<file path="config.mk">
export PLATFORM = sky130hd
export DESIGN_NAME = imem_loader
export DESIGN_NICKNAME = d
export VERILOG_FILES = /design/src/rtl/cpu_pkg.sv /design/src/rtl/imem_word_packer.sv /design/src/rtl/imem_loader.sv
export SDC_FILE = /design/constraint.sdc
export NUM_CORES = 1
export LEC_CHECK = 0
export ABC_AREA = 1
export BUFFER_PORTS_ARGS = -buffer_cell sky130_fd_sc_hd__buf_2
export CAP_MARGIN = 20
export CORE_ASPECT_RATIO = 0.5
export CORE_MARGIN = 5
export CORE_UTILIZATION = 59
export DETAILED_ROUTE_END_ITERATION = 12
export PLACE_DENSITY_LB_ADDON = 0.08
export SLEW_MARGIN = 20
export SYNTH_ARGS = -nofsm -noshare
export SYNTH_HDL_FRONTEND = slang
export SYNTH_SLANG_ARGS = --single-unit
</file>
<file path="constraint.sdc">
create_clock -name clk -period 3.5 [get_ports clk]
set_input_delay 0.35 -clock clk [delete_from_list [all_inputs] [get_ports clk]]
set_output_delay 0.35 -clock clk [all_outputs]
set_load 0.005 [all_outputs]
</file>
<file path="src/rtl/cpu_pkg.sv">
// Shared core definitions: datapath width and the instruction-loader state encoding.
package cpu_pkg;

  localparam int XLEN = 32;

  typedef enum logic [2:0] {
    IDLE,
    HDR0,
    HDR1,
    DATA,
    DONE,
    ERR
  } loader_state_t;

endpackage

</file>
<file path="src/rtl/imem_word_packer.sv">
// Packs a little-endian byte stream into 32-bit words; word_valid pulses for one
// cycle after the fourth byte of each word is taken.
module imem_word_packer
  import cpu_pkg::*;
(
  input  logic            clk,
  input  logic            reset,
  input  logic            clr,
  input  logic            byte_en,
  input  logic [7:0]      byte_in,
  output logic [XLEN-1:0] word_out,
  output logic            word_valid
);

  logic [1:0] idx;

  // word_out holds the finished word through the word_valid cycle; the next
  // word's first byte only lands at the edge that ends it.
  always_ff @(posedge clk) begin
    if (!reset) begin
      idx        <= 2'd0;
      word_out   <= '0;
      word_valid <= 1'b0;
    end else begin
      word_valid <= 1'b0;
      if (clr) begin
        idx <= 2'd0;
      end else if (byte_en) begin
        word_out[{idx, 3'b000} +: 8] <= byte_in;
        idx                          <= idx + 2'd1;
        word_valid                   <= (idx == 2'd3);
      end
    end
  end

endmodule

</file>
<file path="src/rtl/imem_loader.sv">
// Instruction ROM writer: takes a 16-bit word count then little-endian words over
// a byte handshake, writes them from address 0 and holds the core until done.
module imem_loader
  import cpu_pkg::*;
#(
  parameter int DEPTH = 256,
  parameter int AW    = 8
) (
  input  logic            clk,
  input  logic            reset,
  input  logic            start,
  input  logic            in_valid,
  input  logic [7:0]      in_data,
  output logic            in_ready,
  output logic            imem_we,
  output logic [AW-1:0]   imem_addr,
  output logic [XLEN-1:0] imem_wdata,
  output logic            core_hold,
  output logic            done,
  output logic            err,
  output logic [AW:0]     words_loaded
);

  loader_state_t   state, state_nxt;
  logic [7:0]      count_lo;
  logic [15:0]     count;
  logic [15:0]     hdr_count;
  logic            arm;
  logic            byte_en;
  logic            word_valid;
  logic            last_word;
  logic [XLEN-1:0] word;

  assign hdr_count = {in_data, count_lo};
  assign arm       = start && (state == IDLE || state == DONE || state == ERR);
  assign byte_en   = in_valid && (state == DATA);
  assign last_word = word_valid && ((16'(words_loaded) + 16'd1) == count);

  imem_word_packer u_packer (
    .clk        (clk),
    .reset      (reset),
    .clr        (arm),
    .byte_en    (byte_en),
    .byte_in    (in_data),
    .word_out   (word),
    .word_valid (word_valid)
  );

  always_ff @(posedge clk) begin
    if (!reset) begin
      state <= IDLE;
    end else begin
      state <= state_nxt;
    end
  end

  // HDR0/HDR1 test in_valid directly: in_ready is always high there, so this
  // equals the handshake without feeding in_ready back into its own decode.
  always_comb begin
    state_nxt = state;
    in_ready  = 1'b0;
    core_hold = 1'b1;
    done      = 1'b0;
    err       = 1'b0;
    case (state)
      IDLE: begin
        if (start) state_nxt = HDR0;
      end
      HDR0: begin
        in_ready = 1'b1;
        if (in_valid) state_nxt = HDR1;
      end
      HDR1: begin
        in_ready = 1'b1;
        if (in_valid) begin
          if (hdr_count == 16'd0)                    state_nxt = DONE;
          else if ({1'b0, hdr_count} > 17'(DEPTH))  state_nxt = ERR;
          else                                       state_nxt = DATA;
        end
      end
      DATA: begin
        in_ready = 1'b1;
        if (last_word) state_nxt = DONE;
      end
      DONE: begin
        core_hold = 1'b0;
        done      = 1'b1;
        if (start) state_nxt = HDR0;
      end
      ERR: begin
        err = 1'b1;
        if (start) state_nxt = HDR0;
      end
      default: state_nxt = IDLE;
    endcase
  end

  always_ff @(posedge clk) begin
    if (!reset) begin
      count_lo     <= 8'd0;
      count        <= 16'd0;
      words_loaded <= '0;
    end else begin
      if (state == HDR0 && in_valid) count_lo <= in_data;
      if (state == HDR1 && in_valid) count    <= hdr_count;
      if (arm)             words_loaded <= '0;
      else if (word_valid) words_loaded <= words_loaded + 1'b1;
    end
  end

  // The write address is the pre-increment count, valid during the strobe cycle.
  assign imem_we    = word_valid;
  assign imem_addr  = words_loaded[AW-1:0];
  assign imem_wdata = word;

endmodule

</file>
After elaboration in Yosys (flattened, before gate mapping) --
Cells that the tools add are included.
Storage, ports and cells: output and inout bits 54, bits in registers 71, word-level logic and storage cells 55
Cells by class: magnitude comparators 1, add/sub/neg operators 4, bitwise operators 3, shift-type cells 2, multiplexer cells 12, reduce and logical (&&, ||, !) cells 15, equality and inequality tests 11
Operators by type and width (number):
- bitwise mux 32 bit | 1
- variable shift 8 x 7 -> 32 bit, first input constant | 1
- variable part select 8 x 7 -> 32 bit | 1
- two-way mux 3 bit | 6
- equality test 10 x 16 -> 1 bit | 1
- > comparator 16 x 9 -> 1 bit, second input constant | 1
- logical NOT 16 bit | 1
- one-hot mux 3 bit (4 select lines) | 1
- adder 9 x 1 -> 10 bit, second input constant | 1
- adder 9 x 1 -> 9 bit, second input constant | 1
- OR reduction 3 bit | 3
- negation 5 -> 7 bit | 1
- equality test 3 x 2 -> 1 bit, second input constant | 2
- equality test 3 bit, second input constant | 2
- != test 2 bit, second input constant | 3
- logical AND 1 bit | 5
- two-way mux 1 bit | 4
- AND reduction 4 bit | 1
- equality test 3 x 1 -> 1 bit, second input constant | 1
- logical NOT 3 bit | 1
- NOT 1 bit | 3
- adder 2 x 1 -> 2 bit, second input constant | 1
- equality test 2 bit, second input constant | 1
- logical OR 1 bit | 2
- other kinds (3) | 3

Logic depth before layout (Yosys ltp) --
Gate-level depths: netlist of run 1.
word-level depth 6, gate-level depth with buffers 14

Modules after synthesis --
Synthesis of run 1 repeated with hierarchy kept, for this count alone.
Unflattened totals: cell total of the unflattened synthesis 505, area, all modules 3494.6 um^2
Modules (own cells, without submodules):
- imem_loader | area an instance 1958.1 um^2, seq. area each 720.7 um^2, instances 1, cells each 310
- imem_word_packer | area an instance 1536.5 um^2, seq. area each 700.7 um^2, instances 1, cells each 195

Worst setup path after synthesis of run 1 --
No wires, ideal clock.
path type flip-flop to flip-flop, start point reg u_packer.idx[0], end point reg u_packer.word_out[21], arrival time 1.825 ns, path slack 1.597 ns, data required time 3.422 ns, buffers on the path 2, stages on the path, launching flop included 9, clock period less this slack 1.903 ns, library setup time 0.078 ns, path through dfxtp_1 inv_1 clkbuf_1 ha_1 inv_1 nor2_1 clkbuf_1 a31oi_1 nor3_1
Between the ends: longest elaborated chain between the ends 3, elaborated cells between the ends (all ways) 4
Ends and longest elaborated chain:
- start: declaration | RTL line imem_word_packer.sv:15 | logic [1:0] idx;
- start signal: assignment | RTL line imem_word_packer.sv:30 | idx <= idx + 2'd1;
- negation 5 -> 7 bit * | RTL line imem_word_packer.sv:29 | word_out[{idx, 3'b000} +: 8] <= byte_in;
- variable part select 8 x 7 -> 32 bit / variable shift 8 x 7 -> 32 bit (equally long branches) | RTL line imem_word_packer.sv:29
- bitwise mux 32 bit * | RTL line imem_word_packer.sv:29
- end signal: indexed assignment | RTL line imem_word_packer.sv:29
- end: declaration | RTL line imem_word_packer.sv:11 | output logic [XLEN-1:0] word_out,
Mark *: on every way between the ends. The rest lies on a longest branch, timed or not. A chain may end at the register's enable or synchronous reset.

Worst setup path after layout of run 1 --
start point reg u_packer.idx[0], end point reg u_packer.word_out[16]
Same word-level chain as after synthesis.

==> metrics.csv, run 1 <==
metric,value,unit
worst_pin_slew,738.0,ps
drive_above_1_share,0.1861,
dieArea,0.007399,mm^2
syn_nets,491,
nNetsFinal,546,
synth_top_area_cell,dfxtp_1,
ctsHtreeMaxLevel,3,
clock_skew,5.003,ps
yosys.area.top_type_share,0.4228,
grt_pass1_vias,2943,
initial_core_util,0.6122,
cpMostUsedCell,inv_1,
syn_avg_cell_area,7.123,um^2
r2r_cells,6,
regToRegSetupSlack,1430,ps
core,0.005492,mm^2
swShare,0.3075,
power_density,572.3,mW/mm^2
finalSetupViolations,0,
path_buf_inv,2,
cts_tree,done,
firstDrtPassIters,5,
internal_power,1.561,mW
min_path_type,input port to register,
num_rows,19,
syn_area,0.003362,mm^2
globalRouteTotalUtil,0.2349,
synthCells,472,
layout_common_cells,"nand2_1, dfxtp_1, buf_2",
leakagePower,1.900,nW
period_minus_slack,2074,ps
share_comb_of_total_power,0.201,
io_pins,66,
hold_buffers,0,
via_count,3190,
path_delay_family,simple AND/OR/NAND/NOR gates,
ys.flop_type,dfxtp_1,
yosysUniqueCellTypes,30,
remaining_drc_errors,0,
rsz0062_at_grt,no,
clock_power_share,0.376,
post_cts_buffers,0,
area.growth.synth_to_final,17.19,%
setup_ws,1426,ps
reg2reg_from,u_packer.idx[0],
grt_pass1_wl,13.75,mm
synth_edf_count,0,
seqPwrFrac,0.423,
timing.rr.end,u_packer.word_out[16],
cts-root-buf,clkbuf_16,
dpl_worst_slack,1435,ps
peakVddDrop,0.4441,mV
cp.depth,6,
antenna_cells,0,
wire_per_inst,13.52,um
antenna_left,0,
grt_max_degree,42,
drtIter0Drc,157,
cts_inserted_buffers,9,
final_common_cell,nand2_1,
slowest_delay,580,ps
grt_antenna_before_repair,0,
worstSetupEndpointType,register,
status,"complete, no violations",
endpoint,u_packer.word_out[16],
worstSetupPathType,register to register,
seq_area_frac_synth,0.4228,
io_buffers,65,
cp-startpoint,u_packer.idx[0],
cts_resized,0,
fp.dieH,63.38,um
startpoint_type,register,
maxCapViolCount,0,
worstPathMaxFanout,14,
finalHoldViolCount,0,
fp.dieW,116.8,um
crit_chain,inv_1 > ha_1 > inv_1 > nor2_1 > a31oi_1 > nor3_1,
postRouteWirelength,8.178,mm
gp_congestion,0.9805,
fin_tns_setup,0,ps
yosysWarnings,0,
grt_overflow,0,
maxSlewViolCount,0,
cts_buffer_depth,2,
final_core_util,0.7175,
synth_area_leaders,"dfxtp_1, nand2_1, a21oi_1",
period_share,0.5927,
netSwitchingPower,0.6933,mW
max-slew-margin-rel,0.5062,
dp_hpwl,5.815,mm
cp_slowest_cell,nor2_1,
fmax,482.1,MHz
cts_sinks,71,
async_flop_share,0,
worstPathArrival,2330,ps
worstSkewPairLatency,340,ps
vias_per_cell,5.273,
required,3750,ps
path_clk_slew,60,ps
synth_seq_cells,71,
[cells in the mapped netlist (all sizes together), types with 7 or more instances]
master and number:
ha 7, a21oi 50, o211a 8, nand3 35, buf 13, o21ai 50, inv 58, nand2 93
clkbuf 10, dfxtp 71, nand4 10, nor2 52
[through the flow]
step                std cells  instance area, um^2  power [mW]  hold WS (ps)
floorplan                 472                 3362       1.291         429.7
global placement          589                 3662       1.412         445.5
detailed placement        589                 3662       1.418         449.8
CTS                       605                 3940       2.262         354.0
global route              605                 3940       2.390         361.5
finish                    605                 3940       2.255         364.8
[power groups by stage]
stage          clock network, mW  registers, mW  logic (mW)
2_1_floorplan                  0          0.956       0.335
3_3_place_gp                   0          0.966       0.446
3_5_place_dp                   0          0.968       0.449
4_1_cts                    0.857          0.952       0.453
5_1_grt                    0.902          0.963       0.524
6_report                   0.848          0.953       0.454
[worst min path at each step]
stage                          start                    end  slack (ps)  cells after the start
final                     in_data[2]   u_packer.word_out[2]         360                      3
after global routing      in_data[3]  u_packer.word_out[11]         360                      3
after CTS                 in_data[3]  u_packer.word_out[11]         350                      3
after detailed placement   count[14]              count[14]         450                      2
after global placement     count[14]              count[14]         450                      2
after floorplan            count[14]              count[14]         430                      2
[layout make-up]
| cell class | count | area, um^2 |
|---|---|---|
| Timing Repair Buffer | 67 | 340.3 |
| Clock inverter | 3 | 17.52 |
| Clock buffer | 13 | 260.3 |
| Fill cell | 480 | 1551 |
| Sequential cell | 71 | 1421 |
| Tap cell | 73 | 91.34 |
| Inverter | 59 | 222.7 |
| Multi-Input combinational cell | 319 | 1587 |
[cells by family (layout without fill, tap and decap cells)]
| kind of cell | Yosys count | after routing | share of synthesized area |
|---|---|---|---|
| buffers and inverters | 82 | 142 | 0.1053 |
| xor gates and xnor gates | 2 | 2 | 0.005211 |
| DFF | 71 | 71 | 0.4228 |
| and+or+nand+nor | 196 | 196 | 0.2546 |
| adders and majority gates | 7 | 7 | 0.02605 |
| AOI/OAI and AO/OA | 114 | 114 | 0.1861 |
[worst register-to-register path, stage by stage, from the launching register on]
cell     delay (ps)
dfxtp_1         330
inv_1           190
ha_1            410
inv_1           120
nor2_1          580
a31oi_1         180
nor3_1          170
[routing by layer]
layer,share of wire,GRT usage,up-vias
met4,0.010,0.06295,0
li1,-,-,1654
met2,0.45,0.3584,106
met3,0.083,0.07648,13
met5,0,0,-
met1,0.46,0.3191,1417
[registers in the layout, summed over array words and instances, names as in the netlist]
register	flops
count_lo	8
state	3
u_packer.idx	2
u_packer.word_out	32
words_loaded	9
u_packer.word_valid	1
count	16
Note: power is estimated with default switching activity, not from simulation.
==> run 2: changes to the inputs <==
--- a/config.mk
+++ b/config.mk
@@ -10,7 +10,7 @@
 export CAP_MARGIN = 20
 export CORE_ASPECT_RATIO = 0.5
 export CORE_MARGIN = 5
-export CORE_UTILIZATION = 59
+export CORE_UTILIZATION = 50
 export DETAILED_ROUTE_END_ITERATION = 12
 export PLACE_DENSITY_LB_ADDON = 0.08
 export SLEW_MARGIN = 20
==> constraint.sdc (replaced) <==
create_clock -name clk -period 1.9 [get_ports clk]
set_input_delay 0.19 -clock clk [delete_from_list [all_inputs] [get_ports clk]]
set_output_delay 0.19 -clock clk [all_outputs]
set_load 0.005 [all_outputs]
==> metrics.csv, run 2 (synthesis gave the netlist of run 1 again) <==
metric,value,unit,change
worstSkewPairLatency,330,ps,about the same
initial_core_util,0.5098,,-0.1024
finalSetupViolations,0,,unchanged
leakagePower,1.977,nW,+4.1%
io_buffers,65,,unchanged
fin_tns_setup,0,ps,unchanged
nNetsFinal,558,,+2.2%
dpl_worst_slack,161.5,ps,-1273 ps
cts_sinks,71,,unchanged
crit_chain,ha_4 > inv_1 > nand2_1 > nand2_1 > nor2_1 > nand2_1 > nor2_1 > nand3_1 > nor2_1 > nand3_1 > nand2_1 > buf_4 > nand3_1 > a21oi_1,,
min_path_type,input port to register,,
worstPathArrival,1970,ps,-360 ps
r2r_cells,14,,+8
maxCapViolCount,0,,unchanged
path_clk_slew,60,ps,about the same
holdCritStartpoint,reset,,
cts_inserted_buffers,9,,unchanged
finalHoldViolCount,0,,unchanged
io_pins,66,,unchanged
endpoint,state[2],,
fp.dieW,126.0,um,+7.9%
drive_above_1_share,0.2206,,+0.03450
path_delay_family,simple AND/OR/NAND/NOR gates,,
ctsHtreeMaxLevel,3,,unchanged
worstPathMaxFanout,3,,-11
area.growth.synth_to_final,22.85,%,
cts_buffer_depth,2,,unchanged
antenna_left,0,,unchanged
dieArea,0.008564,mm^2,+16%
required,2160,ps,-1590 ps
slowest_delay,330,ps,-250 ps
cts-root-buf,clkbuf_16,,
final_core_util,0.6263,,-0.09122
startpoint_type,register,,
power_density,1058,mW/mm^2,+85%
regToRegSetupSlack,200,ps,-1230 ps
timing.rr.end,state[2],,
postLayoutCellArea,0.004130,mm^2,+4.8%
fill_cells,645,,+34%
layout_common_cells,"nand2_1, dfxtp_1, buf_2",,
final_common_cell,nand2_1,,
postRouteWirelength,8.432,mm,+3.1%
max-slew-margin-rel,0.6696,,+0.1634
cp.depth,14,,+8
place_area,0.003769,mm^2,+2.9%
multi_input_area,0.001627,mm^2,+2.5%
antenna_cells,0,,unchanged
hold_buffers,0,,unchanged
largest_reg_flops,32,,unchanged
remaining_drc_errors,0,,unchanged
cts_tree,done,,
drtIter0Drc,246,,+57%
top_register,u_packer.word_out,,
cp_slowest_cell,dfxtp_2,,
clock_skew,4.903,ps,-0.1005 ps
firstDrtPassIters,4,,-1
status,"complete, no violations",,
wire_per_inst,13.26,um,-1.9%
regArea,0.001425,mm^2,+0.26%
maxSlewViolCount,0,,unchanged
grt_antenna_before_repair,0,,unchanged
grt_pass1_wl,13.68,mm,-0.50%
grt_max_degree,37,,-12%
cp-startpoint,words_loaded[1],,
worstSetupPathType,register to register,,
peakVddDrop,0.6633,mV,+49%
gp_congestion,0.8616,,-12%
core,0.006595,mm^2,+20%
path_buf_inv,2,,unchanged
worstSetupEndpointType,register,,
vias_per_cell,4.992,,-5.3%
worst_pin_slew,495.0,ps,-242.9 ps
grt_pass1_vias,2872,,-2.4%
fp.dieH,67.99,um,+7.3%
cpMostUsedCell,nand2_1,,
dp_hpwl,5.932,mm,+2.0%
period_share,0.8971,,+0.3044
period_minus_slack,1705,ps,-369.9 ps
via_count,3175,,-0.47%
largestRegisters,"u_packer.word_out x32, count x16, words_loaded x9",,
reg2reg_from,words_loaded[1],,
globalRouteTotalUtil,0.2056,,-0.02938
setup_ws,195.5,ps,-1230 ps
grt_overflow,0,,unchanged
fmax,586.7,MHz,+22%
num_rows,21,,+2
[run 2: routing by layer]
layer | share of wire | vias to the layer above | GRT usage
met5 | 0 | - | 0
met4 | 0.0077 | 0 | 0.04813
met3 | 0.068 | 5 | 0.07716
met2 | 0.43 | 76 | 0.3241
met1 | 0.50 | 1413 | 0.2709
li1 | - | 1681 | -
[run 2: final cells by class]
| class | instances | share of cell area |
|---|---|---|
| inverters | 59 | 0.05392 |
| flip-flops and latches | 71 | 0.3450 |
| multi-input cells | 319 | 0.3938 |
| repair buffers | 79 | 0.1042 |
| clock buffers | 13 | 0.06543 |
| clock inverters | 3 | 0.009694 |
| well taps | 92 | 0.02787 |
[run 2: what timing repair did]
item | 4_1_cts | 5_1_grt
setup endpoints to repair | 0 | 2
resized for setup | 0 | 10
setup buffers | 0 | 1
[run 2: through the flow]
stage | cells | hold slack, ps | total power, mW
detailed placement | 619 | 448.8 | 2.641
floorplan | 472 | 324.9 | 2.379
finish | 636 | 145.1 | 4.369
CTS | 635 | 133.7 | 4.384
global placement | 619 | 440.8 | 2.639
global route | 636 | 141.3 | 4.621
[run 2: tightest hold or removal path, delay by kind of cell]
family | cells | cell delay [ps]
AO/OA/AOI/OAI | 1 | 70
AND/OR/NAND/NOR | 1 | 40
buffers and inverters | 1 | 130
[run 2: worst min path at each step]
stage | endpoint | slack (ps) | cells after the start
detailed placement | count[14] | 450 | 2
CTS | u_packer.word_out[6] | 130 | 3
global placement | count[14] | 440 | 2
finish | u_packer.word_out[6] | 150 | 3
global route | u_packer.word_out[3] | 140 | 3
floorplan | count[13] | 320 | 2
[run 2: power breakdown]
part	switching (mW)	internal, mW	total, mW
combinational	0.581	0.302	0.884
sequential	0.106	1.65	1.76
clock	0.607	1.12	1.73
